--- src/rtl/sysid_check_master.sv ---
// Avalon-MM read master that checks the system-ID slave against expected words.
// Optional retry on mismatch: define SYSID_CHECK_RETRY_EN.
module sysid_check_master #(
    parameter logic [31:0] EXPECTED_ID        = 32'hDEADBEEF,
    parameter logic [31:0] EXPECTED_TIMESTAMP = 32'h5B91FC55,
    parameter int unsigned READ_LATENCY       = 1,
    parameter int unsigned MAX_RETRIES        = 3
) (
    input  logic        clock,
    input  logic        reset_n,
    input  logic        start,
    output logic        sysid_address,
    output logic        sysid_read,
    input  logic [31:0] sysid_readdata,
    output logic        busy,
    output logic        done,
    output logic        id_match,
    output logic        ts_match,
    output logic        pass,
    output logic [31:0] id_value,
    output logic [31:0] ts_value,
    output logic [3:0]  retry_count
);

    typedef enum logic [1:0] {
        IDLE  = 2'd0,
        RD_ID = 2'd1,
        RD_TS = 2'd2,
        CMP   = 2'd3
    } state_t;

    localparam logic [2:0] LAT = 3'(READ_LATENCY);

    state_t      state_q, state_d;
    logic [2:0]  cnt_q, cnt_d;
    logic        done_q, done_d;
    logic        id_match_q, id_match_d;
    logic        ts_match_q, ts_match_d;
    logic [31:0] id_value_q, id_value_d;
    logic [31:0] ts_value_q, ts_value_d;
    logic [3:0]  retry_q, retry_d;
    logic        cmp_ok;

    assign cmp_ok = (id_value_q == EXPECTED_ID) &&
                    (ts_value_q == EXPECTED_TIMESTAMP);

`ifdef SYSID_CHECK_RETRY_EN
    localparam logic [3:0] MAXR = 4'(MAX_RETRIES);
`else
    // MAX_RETRIES has no effect without the retry feature.
    logic unused_max_retries;
    assign unused_max_retries = ^4'(MAX_RETRIES);
`endif

    // Next-state and capture logic for the read/compare sequence.
    always_comb begin
        state_d    = state_q;
        cnt_d      = cnt_q;
        done_d     = done_q;
        id_match_d = id_match_q;
        ts_match_d = ts_match_q;
        id_value_d = id_value_q;
        ts_value_d = ts_value_q;
        retry_d    = retry_q;
        unique case (state_q)
            IDLE: begin
                if (start) begin
                    state_d    = RD_ID;
                    done_d     = 1'b0;
                    id_match_d = 1'b0;
                    ts_match_d = 1'b0;
                    retry_d    = 4'd0;
                    cnt_d      = 3'd0;
                end
            end
            RD_ID: begin
                if (cnt_q == LAT) begin
                    id_value_d = sysid_readdata;
                    cnt_d      = 3'd0;
                    state_d    = RD_TS;
                end else begin
                    cnt_d = cnt_q + 3'd1;
                end
            end
            RD_TS: begin
                if (cnt_q == LAT) begin
                    ts_value_d = sysid_readdata;
                    cnt_d      = 3'd0;
                    state_d    = CMP;
                end else begin
                    cnt_d = cnt_q + 3'd1;
                end
            end
            CMP: begin
                id_match_d = (id_value_q == EXPECTED_ID);
                ts_match_d = (ts_value_q == EXPECTED_TIMESTAMP);
`ifdef SYSID_CHECK_RETRY_EN
                if (!cmp_ok && (retry_q < MAXR)) begin
                    retry_d = retry_q + 4'd1;
                    cnt_d   = 3'd0;
                    state_d = RD_ID;
                end else begin
                    done_d  = 1'b1;
                    state_d = IDLE;
                end
`else
                done_d  = 1'b1;
                state_d = IDLE;
`endif
            end
            default: state_d = IDLE;
        endcase
    end

    // State and result registers; reset clears everything.
    always_ff @(posedge clock or negedge reset_n) begin
        if (!reset_n) begin
            state_q    <= IDLE;
            cnt_q      <= 3'd0;
            done_q     <= 1'b0;
            id_match_q <= 1'b0;
            ts_match_q <= 1'b0;
            id_value_q <= 32'd0;
            ts_value_q <= 32'd0;
            retry_q    <= 4'd0;
        end else begin
            state_q    <= state_d;
            cnt_q      <= cnt_d;
            done_q     <= done_d;
            id_match_q <= id_match_d;
            ts_match_q <= ts_match_d;
            id_value_q <= id_value_d;
            ts_value_q <= ts_value_d;
            retry_q    <= retry_d;
        end
    end

    assign busy          = (state_q != IDLE);
    assign sysid_read    = (state_q == RD_ID) || (state_q == RD_TS);
    assign sysid_address = (state_q == RD_TS);
    assign done          = done_q;
    assign id_match      = id_match_q;
    assign ts_match      = ts_match_q;
    assign pass          = done_q & id_match_q & ts_match_q;
    assign id_value      = id_value_q;
    assign ts_value      = ts_value_q;
`ifdef SYSID_CHECK_RETRY_EN
    assign retry_count   = retry_q;
`else
    assign retry_count   = 4'd0;
`endif

endmodule

--- config.mk ---
export PLATFORM = sky130hd
export DESIGN_NAME = sysid_check_master
export DESIGN_NICKNAME = d
export VERILOG_FILES = /design/src/rtl/sysid_check_master.sv
export SDC_FILE = /design/constraint.sdc
export NUM_CORES = 1
export LEC_CHECK = 0
export ABC_CLOCK_PERIOD_IN_PS = 1950
export CORE_MARGIN = 2
export CORE_UTILIZATION = 30
export CTS_BUF_LIST = sky130_fd_sc_hd__clkbuf_4
export DETAILED_ROUTE_END_ITERATION = 6
export PLACE_DENSITY = 0.6
export SLEW_MARGIN = 5
export SYNTH_ARGS = -nofsm -noshare
export SYNTH_HDL_FRONTEND = slang
export SYNTH_SLANG_ARGS = --single-unit
--- constraint.sdc ---
create_clock -name clock -period 1.95 [get_ports clock]
set_input_delay 0.4875 -clock clock [delete_from_list [all_inputs] [get_ports clock]]
set_output_delay 0.4875 -clock clock [all_outputs]
set_load 0.1 [all_outputs]
== Word level (Yosys, flattened, before mapping) ==
Cells that the tools add are included.

* Register bits after elaboration: 72
* Bits in latches: 0
* RAM bits: 0
* Memory bits (read-only): 0
* Input bits: 35
* Logic and storage cells: 41
* Memories: 0

* Add/sub/neg operators: 1
* Multiply operators: 0
* Divide/modulo/power cells: 0
* $lt $le $gt $ge: 0
* Equal/unequal tests: 9
* Shift operators: 0
* Muxes and demuxes: 11
* Bitwise logic cells: 2
* Reductions and logical operators: 11

{| class="wikitable"
|+ Operators with widths
! operator !! count
|-
| $eq 32x31->1 const B || 1
|-
| $eq 32x32->1 const B || 1
|-
| $pmux 2 s4 || 1
|-
| $reduce_and 2->1 || 4
|-
| $mux 2 || 3
|-
| $mux 3 || 2
|-
| $pmux 1 s2 || 3
|-
| $pmux 3 s2 || 1
|-
| $reduce_bool 2->1 || 3
|-
| $eq 2x2->1 const B || 2
|-
| $ne 2x2->1 const B || 2
|-
| $add 3x1->3 const B || 1
|-
| $eq 3x1->1 const B || 1
|-
| $reduce_and 3->1 || 1
|-
| $and 1x1->1 || 2
|-
| $eq 2x1->1 const B || 1
|-
| $logic_not 2->1 || 1
|-
| $ne 2x1->1 const B || 1
|-
| $reduce_or 2->1 || 1
|-
| $logic_or 1x1->1 || 1
|-
| $mux 1 || 1
|}

== Depth between registers and ports, before layout ==
* Depth in word-level cells: 4
* Depth in mapped cells: 7

== Worst setup path before layout ==
No wires, ideal clock.

* Path kind: register to output
* Start: reg done_q, in the netlist done
* End: out pass
* Data arrival time: 1847 ps
* Data required time: 1462 ps
* Setup slack: -385 ps
* Stages on the path, launching flop included: 2
* Path buffers: 0
* Cell sequence: dfrtp_1 -> and3_1

* Longest elaborated chain between the ends: 2

{| class="wikitable"
|+ RTL lines
! what !! line !! source
|-
| start, declared || 36 || <nowiki>logic done_q, done_d;</nowiki>
|-
| start signal, assigned || 129 || <nowiki>done_q <= done_d;</nowiki>
|-
| $and 1x1->1 (2 in series) || 144 || <nowiki>assign pass = done_q & id_match_q & ts_match_q;</nowiki>
|-
| end, declared || 19 || <nowiki>output logic pass,</nowiki>
|}

No other way between the ends.

== Worst setup path after layout ==
* Start: reg state_q[1]
* End: out sysid_read

* Longest elaborated chain between the ends: 2
* Elaborated cells between the ends (all ways): 3
* Classes of those cells: eq/ne (2); reduce/logical (1)

{| class="wikitable"
|+ RTL lines
! what !! line !! source
|-
| start, declared || 34 || <nowiki>state_t state_q, state_d;</nowiki>
|-
| start signal, assigned || 127 || <nowiki>state_q <= state_d;</nowiki>
|-
| $eq 2x1->1 or $eq 2x2->1 (tied branches) || 139 || <nowiki>assign sysid_read = (state_q == RD_ID) || (state_q == RD_TS);</nowiki>
|-
| $logic_or 1x1->1 * || 139 ||
|-
| end, declared || 13 || <nowiki>output logic sysid_read,</nowiki>
|}

Mark *: on every way between the ends. The rest lies on a longest branch, timed or not.

==> summary.md <==
| Metric | Value |
|---|---|
| Run status | `completed` |
| Setup TNS Final | `0 ns` |
| Top sig layer | `met4` |
| Worst r2r dst | `id_value[1]` |
| Cell variety after synth | `35` |
| Overall Global Routing Usage | `0.139` |
| Vias in the first global route | `2322` |
| Place WS | `0.272 ns` |
| Critical path endpoint category | `primary output` |
| Fin nets | `371` |
| Top Ports | `110` |
| Synth Cell Area | `3410 sq um` |
| Mapped Cells | `217` |
| Worst hold path type | `in2async` |
| Die Ht | `111 um` |
| CTS max path bufs | `2` |
| Num rows | `38` |
| DR iter-0 viols | `49` |
| Async S/R FF share, synth | `1.00` |
| Final Max Slew Viols | `0` |
| First-pass GRT wire length | `13400 um` |
| CP Data Arrival Time | `1.37 ns` |
| WP depth | `3` |
| Sequential share of the synthesized area | `0.528` |
| WL final | `8320 um` |
| Worst-case reg-to-reg path depth | `4` |
| Buffers & Inverters on Critical Path | `2` |
| Crit-path slowest cell | `dfrtp_1` |
| Met3 wire length | `463 um` |
| Met2 Routed Length | `4110 um` |
| Synth Register Bits | `72` |
| Die area | `12200 sq um` |
| N_diodes | `0` |
| Wl on met1 | `3650 um` |
| CP max stage delay | `0.37 ns` |
| Post-synth top flop | `dfrtp_1` |
| CTS tree | `yes` |
| TritonCTS Buffers | `9` |
| Layout cell share with drive strength beyond 1 | `0.501` |
| Worst Setup EP | `sysid_read` |
| Vias | `2178` |
| Worst skew pair latency | `0.40 ns` |
| Setup ws final | `0.0945 ns` |
| WS Path Type | `reg2out` |
| Worst path cell trace | `inv_1 -> ha_4 -> buf_12` |
| MaxCap Viol Count | `0` |
| Max FO, Critical Path | `7` |
| Unrepaired setup endpoints after global routing | `no` |
| Post-synth EDFFs | `0` |
| CP Launch Point | `state_q[1]` |
| Die W | `111 um` |
| Setup slack, reg-to-reg | `0.30 ns` |
| Min cycle time layout | `1.86 ns` |
| Worst endpoint required time | `1.46 ns` |
| Clock sink count | `72` |
| Largest net degree at the start of global routing | `38` |
| DRC | `0` |
| Area grow syn2layout | `61.2%` |
| Routed Antenna Nets | `0` |
| Fmax | `0.539 GHz` |
| Initial Util | `0.311` |
| Final Skew | `0.00644 ns` |
| Pin slew with the least headroom to its limit | `0.650 ns` |
| Fill cell count | `905` |
| Htree depth | `3` |
| Critical R2R Launch | `cnt_q[0]` |
| DP Wirelength | `6190 um` |
| Final number of setup-violating endpoints | `0` |
| Clock transition at path regs | `0.12 ns` |
| Initial antenna violation count | `0` |
| YS warnings | `0` |
| Mapped Avg Cell Area | `15.7 sq um` |
| Crit start category | `register` |
| Core Box Area | `11000 sq um` |
| Slew HR | `0.561` |
| WL per Instance | `17.4 um` |
| CTS Root Cell | `clkbuf_4` |
| DRT Pass-1 Iters | `5` |
| Final Cycle Share | `0.952` |
| CP top delay family | `flip-flops` |
| GP Congestion | `0.741` |
| Grt ovf | `0` |
| Vias/cell | `4.57` |
| Final Hold Vio Count | `0` |
| I/O Buffers | `105` |
==> cells by family after synthesis <==
group | Yosys count | synth area share
adder cells (fa/ha/maj) | 4 | 0.0147
AND/OR/NAND/NOR | 41 | 0.0880
flip-flops | 72 | 0.528
AO/OA/AOI/OAI | 14 | 0.0235
multiplexers | 66 | 0.283
XOR/XNOR | 1 | 0.00257
buffers and inverters | 18 | 0.0594
other | 1 | 0.00110
==> area by class of cell <==
cell class                 count  area [sq um]  area share
timing repair buffer         115          1900       0.345
sequential                    72          1800       0.327
multi-input combinational    130          1440       0.261
tap                          140           175      0.0318
clock inverter                 7           110      0.0200
clock buffer                   9          67.6      0.0123
inverter                       4          15.0     0.00273
==> synthesized netlist by cell type, drive strengths merged (2+ instances only) <==
master   n  area, sq um
buf     13          184
and2     2         17.5
nor4bb   6         60.1
nor2     4         15.0
a21oi    5         25.0
mux2    64          946
nand4b   5         43.8
nand4    4         25.0
nand3    2         10.0
dfrtp   72         1800
ha       4         50.1
inv      4         15.0
nor4     2         12.5
and4b    3         31.3
o21ai    5         25.0
mux2i    2         20.0
nand2    6         22.5
==> cells in the final DEF, fill, tap and decap left out, drive strengths merged, types with 3 or more instances in the layout <==
| cell type | instances |
|---|---|
| clkbuf | 9 |
| buf | 82 |
| nand4 | 4 |
| nand4b | 5 |
| a21oi | 5 |
| conb | 4 |
| ha | 4 |
| bufinv | 3 |
| nor2 | 4 |
| nor4bb | 6 |
| dfrtp | 72 |
| inv | 4 |
| clkdlybuf4s50 | 33 |
| and4b | 3 |
| o21ai | 5 |
| mux2 | 64 |
| clkinv | 3 |
| nand2 | 6 |
==> how the worst min path moves through the flow <==
stage,startpoint,end,slack (ns),cells past startpoint
final,reset_n,done,0.03,1
after global routing,reset_n,id_value[19],0.02,1
after CTS,reset_n,ts_value[20],0.009,1
after detailed placement,reset_n,done,0.48,1
after global placement,reset_n,done,0.48,1
after floorplan,reset_n,cnt_q[0],0.19,0
==> routing by layer <==
metal | vias to the layer above | global-route usage
met1 | 1084 | 0.183
met2 | 77 | 0.225
li1 | 1009 | -
met4 | 0 | 0.0375
met3 | 8 | 0.0410
met5 | - | 0
==> through the flow <==
stage                     area (sq um)  utilization  hold WS, ns  instances
after floorplan                   3430            -        0.192        220
after global placement            5290        0.481        0.480        457
after detailed placement          5290        0.481        0.479        457
after CTS                         5490        0.500      0.00893        475
after global routing              5500        0.501       0.0199        477
final                             5500        0.501       0.0278        477
==> repair_timing <==
action | in CTS | in global routing
resized for setup | 2 | 0
pin swaps | 0 | 1
hold buffers | 0 | 0
buffers inserted | 2 | 2
hold endpoints to repair | 0 | 0
setup endpoints to repair | 2 | 2
==> flip-flops by register name (all words and copies together) (netlist names) <==
signal,count
cnt_q,3
id_value,32
id_match,1
ts_match,1
done,1
ts_value,32
state_q,2
Power is left out: the tool's default activity adds up to more than one toggle a clock period on the data nets, which glitch-free logic cannot reach.
